File: config.mk
export PLATFORM = sky130hd
export DESIGN_NAME = wb_arbiter
export DESIGN_NICKNAME = d
export VERILOG_FILES = /design/src/rtl/wb_arbiter.sv
export SDC_FILE = /design/constraint.sdc
export NUM_CORES = 1
export LEC_CHECK = 0
export CAP_MARGIN = 25
export CELL_PAD_IN_SITES_DETAIL_PLACEMENT = 0
export CELL_PAD_IN_SITES_GLOBAL_PLACEMENT = 1
export CORE_ASPECT_RATIO = 1.25
export CORE_MARGIN = 4
export CORE_UTILIZATION = 25
export DETAILED_ROUTE_END_ITERATION = 10
export PLACE_DENSITY_LB_ADDON = 0.1
export SLEW_MARGIN = 20
export SYNTH_ARGS = -nofsm -noshare
export SYNTH_HDL_FRONTEND = slang
export SYNTH_SLANG_ARGS = --single-unit
File: constraint.sdc
create_clock -name clk -period 6.9 [get_ports clk]
set_input_delay 1.725 -clock clk [delete_from_list [all_inputs] [get_ports clk]]
set_output_delay 1.725 -clock clk [all_outputs]
set_load 0.01 [all_outputs]
File: src/rtl/wb_arbiter.sv
// Writeback arbiter: two 1-entry holding buffers (ALU, LSU) feeding one registered regfile write port.
// Optional RAW scoreboard enabled by defining WB_SCOREBOARD_EN.
module wb_arbiter #(
  parameter int unsigned XLEN       = 32,
  parameter int unsigned STARVE_MAX = 3
) (
  input  logic            clk,
  input  logic            reset,
  input  logic            alu_valid,
  output logic            alu_ready,
  input  logic [4:0]      alu_rd,
  input  logic [XLEN-1:0] alu_data,
  input  logic            lsu_valid,
  output logic            lsu_ready,
  input  logic [4:0]      lsu_rd,
  input  logic [XLEN-1:0] lsu_data,
  output logic            rf_we,
  output logic [4:0]      rf_wa,
  output logic [XLEN-1:0] rf_wdata,
  input  logic            iss_valid,
  input  logic [4:0]      iss_rd,
  input  logic [4:0]      ra1,
  input  logic [4:0]      ra2,
  output logic            hazard1,
  output logic            hazard2
);

  localparam int unsigned CW        = 3;
  localparam logic [CW-1:0] STARVE_LIM = CW'(STARVE_MAX);
  localparam logic [CW-1:0] STARVE_SAT = '1;

  logic            alu_v_q, alu_v_d;
  logic [4:0]      alu_rd_q, alu_rd_d;
  logic [XLEN-1:0] alu_data_q, alu_data_d;
  logic            lsu_v_q, lsu_v_d;
  logic [4:0]      lsu_rd_q, lsu_rd_d;
  logic [XLEN-1:0] lsu_data_q, lsu_data_d;
  logic            lsu_older_q, lsu_older_d;
  logic [CW-1:0]   starve_q, starve_d;
  logic            rf_we_q, rf_we_d;
  logic [4:0]      rf_wa_q, rf_wa_d;
  logic [XLEN-1:0] rf_wdata_q, rf_wdata_d;

  logic alu_gnt, lsu_gnt, alu_load, lsu_load;

  // Grant: same-rd keeps program order, then starvation guard, then LSU priority.
  // The >= also covers the counter running past the limit while same-rd ordering held ALU off.
  always_comb begin
    alu_gnt = 1'b0;
    lsu_gnt = 1'b0;
    if (alu_v_q && lsu_v_q) begin
      if (alu_rd_q == lsu_rd_q) begin
        if (lsu_older_q) lsu_gnt = 1'b1;
        else             alu_gnt = 1'b1;
      end else if (starve_q >= STARVE_LIM) begin
        alu_gnt = 1'b1;
      end else begin
        lsu_gnt = 1'b1;
      end
    end else if (alu_v_q) begin
      alu_gnt = 1'b1;
    end else if (lsu_v_q) begin
      lsu_gnt = 1'b1;
    end
  end

  assign alu_ready = !alu_v_q || alu_gnt;
  assign lsu_ready = !lsu_v_q || lsu_gnt;
  assign alu_load  = alu_valid && alu_ready && (alu_rd != 5'd0);
  assign lsu_load  = lsu_valid && lsu_ready && (lsu_rd != 5'd0);

  always_comb begin
    alu_v_d     = alu_v_q && !alu_gnt;
    alu_rd_d    = alu_rd_q;
    alu_data_d  = alu_data_q;
    lsu_v_d     = lsu_v_q && !lsu_gnt;
    lsu_rd_d    = lsu_rd_q;
    lsu_data_d  = lsu_data_q;
    lsu_older_d = lsu_older_q;
    starve_d    = starve_q;
    rf_we_d     = alu_gnt || lsu_gnt;
    rf_wa_d     = rf_wa_q;
    rf_wdata_d  = rf_wdata_q;

    if (alu_load) begin
      alu_v_d    = 1'b1;
      alu_rd_d   = alu_rd;
      alu_data_d = alu_data;
    end
    if (lsu_load) begin
      lsu_v_d    = 1'b1;
      lsu_rd_d   = lsu_rd;
      lsu_data_d = lsu_data;
    end

    // A newly loaded entry is younger than whatever survives in the other buffer.
    if (alu_load && lsu_load)  lsu_older_d = 1'b1;
    else if (alu_load)         lsu_older_d = lsu_v_q && !lsu_gnt;
    else if (lsu_load)         lsu_older_d = !(alu_v_q && !alu_gnt);

    if (!alu_v_q || alu_gnt)                       starve_d = '0;
    else if (lsu_gnt && (starve_q != STARVE_SAT))  starve_d = starve_q + CW'(1);

    if (alu_gnt) begin
      rf_wa_d    = alu_rd_q;
      rf_wdata_d = alu_data_q;
    end else if (lsu_gnt) begin
      rf_wa_d    = lsu_rd_q;
      rf_wdata_d = lsu_data_q;
    end
  end

  always_ff @(posedge clk or negedge reset) begin
    if (!reset) begin
      alu_v_q     <= 1'b0;
      alu_rd_q    <= '0;
      alu_data_q  <= '0;
      lsu_v_q     <= 1'b0;
      lsu_rd_q    <= '0;
      lsu_data_q  <= '0;
      lsu_older_q <= 1'b0;
      starve_q    <= '0;
      rf_we_q     <= 1'b0;
      rf_wa_q     <= '0;
      rf_wdata_q  <= '0;
    end else begin
      alu_v_q     <= alu_v_d;
      alu_rd_q    <= alu_rd_d;
      alu_data_q  <= alu_data_d;
      lsu_v_q     <= lsu_v_d;
      lsu_rd_q    <= lsu_rd_d;
      lsu_data_q  <= lsu_data_d;
      lsu_older_q <= lsu_older_d;
      starve_q    <= starve_d;
      rf_we_q     <= rf_we_d;
      rf_wa_q     <= rf_wa_d;
      rf_wdata_q  <= rf_wdata_d;
    end
  end

  assign rf_we    = rf_we_q;
  assign rf_wa    = rf_wa_q;
  assign rf_wdata = rf_wdata_q;

`ifdef WB_SCOREBOARD_EN
  logic [31:0] pending_q, pending_d;

  // Issue set is applied after writeback clear so a same-cycle set wins.
  always_comb begin
    pending_d = pending_q;
    if (rf_we_q) pending_d[rf_wa_q] = 1'b0;
    if (iss_valid && (iss_rd != 5'd0)) pending_d[iss_rd] = 1'b1;
  end

  always_ff @(posedge clk or negedge reset) begin
    if (!reset) pending_q <= '0;
    else        pending_q <= pending_d;
  end

  assign hazard1 = (ra1 != 5'd0) && pending_q[ra1];
  assign hazard2 = (ra2 != 5'd0) && pending_q[ra2];
`else
  logic unused_sb;
  assign unused_sb = ^{iss_valid, iss_rd, ra1, ra2};
  assign hazard1   = 1'b0;
  assign hazard2   = 1'b0;
`endif

endmodule

==> flow_summary.yaml <==
logic_synthesis:
  netlist-cell-type-count: 33
  synth_top_cell_area_share_pct: 57.3
  ys_ff_latch: 118
  synth_cells: 377
  syn-cell-area_um2: 5160
  async_set_or_reset_flop_fraction_in_the_synthesized_netlist_pct: 100
  syn_area_per_cell_um2: 13.7
  yosys.area.top_type: "sky130_fd_sc_hd__dfrtp_1"
  yosys_warnings: 0
  synth_seq_area_share_pct: 57.3
  leading_post_synthesis_cells_by_cell_area: "sky130_fd_sc_hd__dfrtp_1 57%, sky130_fd_sc_hd__mux2_1 9.0%, sky130_fd_sc_hd__mux2i_1 7.6%, sky130_fd_sc_hd__a221o_1 7.2%, sky130_fd_sc_hd__mux2_2 7.0%"
  synth_ff_type: "sky130_fd_sc_hd__dfrtp_1"
  synth_edf_count: 0
place:
  place.gp.congestion: 0.708
  post_dp_cell_area_um2: 6590
  total_half_perimeter_wirelength_after_legalization_and_detailed_placement_um: 8740
  pre_cts_ws_ns: 2.08
  port_buffers: 117
  inst_count_dp: 746
routing:
  drc: 0
  drt-total-wl_um: 14300
  vias: 3520
  detail_route.wl_per_cell_um: 18.3
  detail_route.vias_per_cell: 4.52
  dr.pass1.iters: 4
  final_antenna_net_count: 0
  drt_iter0_drc: 131
floorplanning:
  design.portCount: 136
  dieWidth_um: 136
  fp.coreArea_um2: 20200
  placement_rows: 58
  floorplan.initialDensity_pct: 25.6
  die_area_um2: 23000
  die_y_um: 169
global_route:
  grt_start_max_net_pins: 71
  global_route.overflow_total: 0
  antenna_violations_before_repair: 0
  grt_use_met2_pct: 21.4
  grt_util_all_layers_pct: 13.0
  global_route.usage.met3_pct: 3.63
  met1_usage_pct: 16.3
  grt_most_used_layer: "met2"
  grt_pass1_vias: 3829
  global_route_wire_length_before_repair_um: 22500
sta:
  setup_viol_count_final: 0
  final-hold-violation-count: 0
  fin_worst_skew_ns: 0.0111
  timing.max_slew.rel_slack_pct: 36.9
  final.setup.tns_ns: 0
  postLayoutSetupSlackWorst_ns: 2.48
  final_max_tran_viols: 0
  layout_min_cycle_time_ns: 4.42
  fmax_ghz: 0.226
  hold-worst-slack_ns: 0.485
  timing_worst_slew_pin_value_ns: 0.947
  rsz_0062_raised_after_global_routing: "false"
  period_share_pct: 64.1
clock_tree:
  post-cts-setup-buffers: 0
  cts.sinks: 118
  clockBufferDepth: 2
  cts-buffers-inserted: 17
  clock_tree_from_tritoncts: "built"
  clk_transition_reported_paths_ns: 0.06
  clock_insertion_delay_worst_skew_ns: 0.41
  root_buffer_selected_by_cts: "sky130_fd_sc_hd__clkbuf_16"
  post_cts_resize_count: 0
  cts_hold_repair.buffers: 0
  clock_tree.htree_level_count: 4
cells_and_area:
  finalInstanceArea_um2: 7230
  drive_gt1_share_pct: 15.7
  area_delta_synth_final_pct: 40.2
  finish.cell_count_without_fillers: 779
  final_core_util_pct: 35.8
  layout_common_cells: "116 x sky130_fd_sc_hd__dfrtp_1, 116 x sky130_fd_sc_hd__clkdlybuf4s50_1, 43 x sky130_fd_sc_hd__nor2_1, 41 x sky130_fd_sc_hd__mux2_1, 39 x sky130_fd_sc_hd__mux2i_1"
  design.final.nets: 593
  antenna_cells: 0
status:
  result_of_the_run: "finished clean"
power_and_ir_drop:
  power.internal_mw: 2.04
  pwr-share-seq_pct: 38.4
  netSwitchingPower_uw: 909
  p_leak_nw: 3.10
  vdd.ir_drop.worst_uv: 183
  total_power_mw: 2.95
  combinationalPowerShare_pct: 30.5
  power_density_nw_per_um2: 408
  clkPwrFrac_pct: 31.1
  netSwitchingFraction_pct: 30.8
worst_hold_path:
  worst_hold_path_type: "reg -> reg"
  hold_path_end: "lsu_data_q[2]$_DFFE_PN0P_"
  hp-start: "lsu_data_q[2]$_DFFE_PN0P_"
  number_of_stages_on_the_worst_hold_path: 1
critical_path:
  end_kind: "output pin"
  crit_chain: "ha_1 -> ha_1 -> a211o_1 -> a21o_1 -> and3_2 -> inv_1 -> clkdlybuf4s50_1"
  worst_r2r_endpoint: "alu_rd_q[3]$_DFFE_PN0P_"
  worstPathBufferInverterCount: 2
  worst-setup-path-type: "reg -> out"
  cp-start-kind: "register"
  regToRegSetupSlack_ns: 3.70
  rr_worst_depth: 7
  critical_path.reg2reg.startpoint: "alu_v_q$_DFF_PN0_"
  critPathMostFrequentCell: "sky130_fd_sc_hd__ha_1"
  critical_path_required_ns: 5.18
  critical_path.max_fanout: 4
  crit_family: "buffers and inverters"
  critPathSlowestCell: "sky130_fd_sc_hd__clkdlybuf4s50_1"
  worstPathArrival_ns: 2.70
  slowest_delay_ns: 0.59
job:
  total_of_max_cap_violations: 0
[power by group through the flow]
stage	Combinational [mW]	Clock [mW]	Sequential [mW]
finish	0.898	0.918	1.13
global route	0.985	0.976	1.17
CTS	0.919	0.943	1.14
global placement	0.889	0	1.15
floorplan	0.489	0	1.14
detailed placement	0.914	0	1.15
[metal layers]
layer  wire length [µm]  part of all wire (%)  vias to the layer above
li1                   -                     -                     1623
met1               6290                    44                     1798
met2               7150                    50                       86
met3                646                   4.5                       13
met4                181                   1.3                        0
met5                  0                     0                        -
[registers in the layout, indices dropped and copies added (netlist names)]
name / count
alu_data_q: 32
lsu_data_q: 32
rf_wdata: 32
alu_rd_q: 5
lsu_rd_q: 5
rf_wa: 5
starve_q: 3
alu_v_q: 1
lsu_older_q: 1
lsu_v_q: 1
rf_we: 1
[cells in the mapped netlist (3+ instances only)]
cell	count
sky130_fd_sc_hd__ha_1	3
sky130_fd_sc_hd__xor2_1	6
sky130_fd_sc_hd__mux2_2	32
sky130_fd_sc_hd__a221o_1	37
sky130_fd_sc_hd__inv_1	4
sky130_fd_sc_hd__buf_6	7
sky130_fd_sc_hd__clkbuf_1	8
sky130_fd_sc_hd__mux2i_1	39
sky130_fd_sc_hd__dfrtp_1	118
sky130_fd_sc_hd__buf_4	4
sky130_fd_sc_hd__mux2_1	41
sky130_fd_sc_hd__nor2_1	43
sky130_fd_sc_hd__buf_2	7
sky130_fd_sc_hd__nand2_1	4
[cells by family (layout without fill, tap and decap cells)]
kind of cell | count (synthesis) | after routing | share of synthesized area (%)
compound gates | 49 | 49 | 8.78
xor+xnor | 6 | 6 | 1.02
fa+ha+maj | 3 | 3 | 0.728
buf+inv | 30 | 161 | 3.66
flops | 118 | 118 | 57.3
mux | 112 | 112 | 23.5
other cells | 1 | 2 | 0.0727
simple gates | 58 | 58 | 4.95
[final cells by class]
class / count / area [µm²]
Fill cell: 2011 / 12900
Sequential cell: 118 / 2960
Multi-Input combinational cell: 230 / 2040
Timing Repair Buffer: 125 / 1260
Clock buffer: 18 / 439
Tap cell: 270 / 338
Clock inverter: 14 / 175
Inverter: 4 / 15.0
[how the worst max path moves through the flow]
stage / from / to / cells past startpoint
5_1_grt: starve_q[0]$_DFFE_PN0P_ / lsu_ready / 7
3_5_place_dp: alu_rd[1] / alu_data_q[15]$_DFFE_PN0P_ / 6
4_1_cts: starve_q[0]$_DFFE_PN0P_ / lsu_ready / 7
3_3_place_gp: alu_rd[1] / alu_rd_q[2]$_DFFE_PN0P_ / 6
6_report: starve_q[0]$_DFFE_PN0P_ / lsu_ready / 7
2_1_floorplan: starve_q[0]$_DFFE_PN0P_ / lsu_ready / 8
[worst reg2reg max path, delay by kind of cell (launching register included)]
| family | cells | cell delay, ns |
|---|---|---|
| AND/OR/NAND/NOR | 3 | 1.05 |
| flip-flops | 1 | 0.35 |
| buffers and inverters | 2 | 1.20 |
| multiplexers | 2 | 0.50 |
Note: power is estimated with default switching activity, not from simulation.
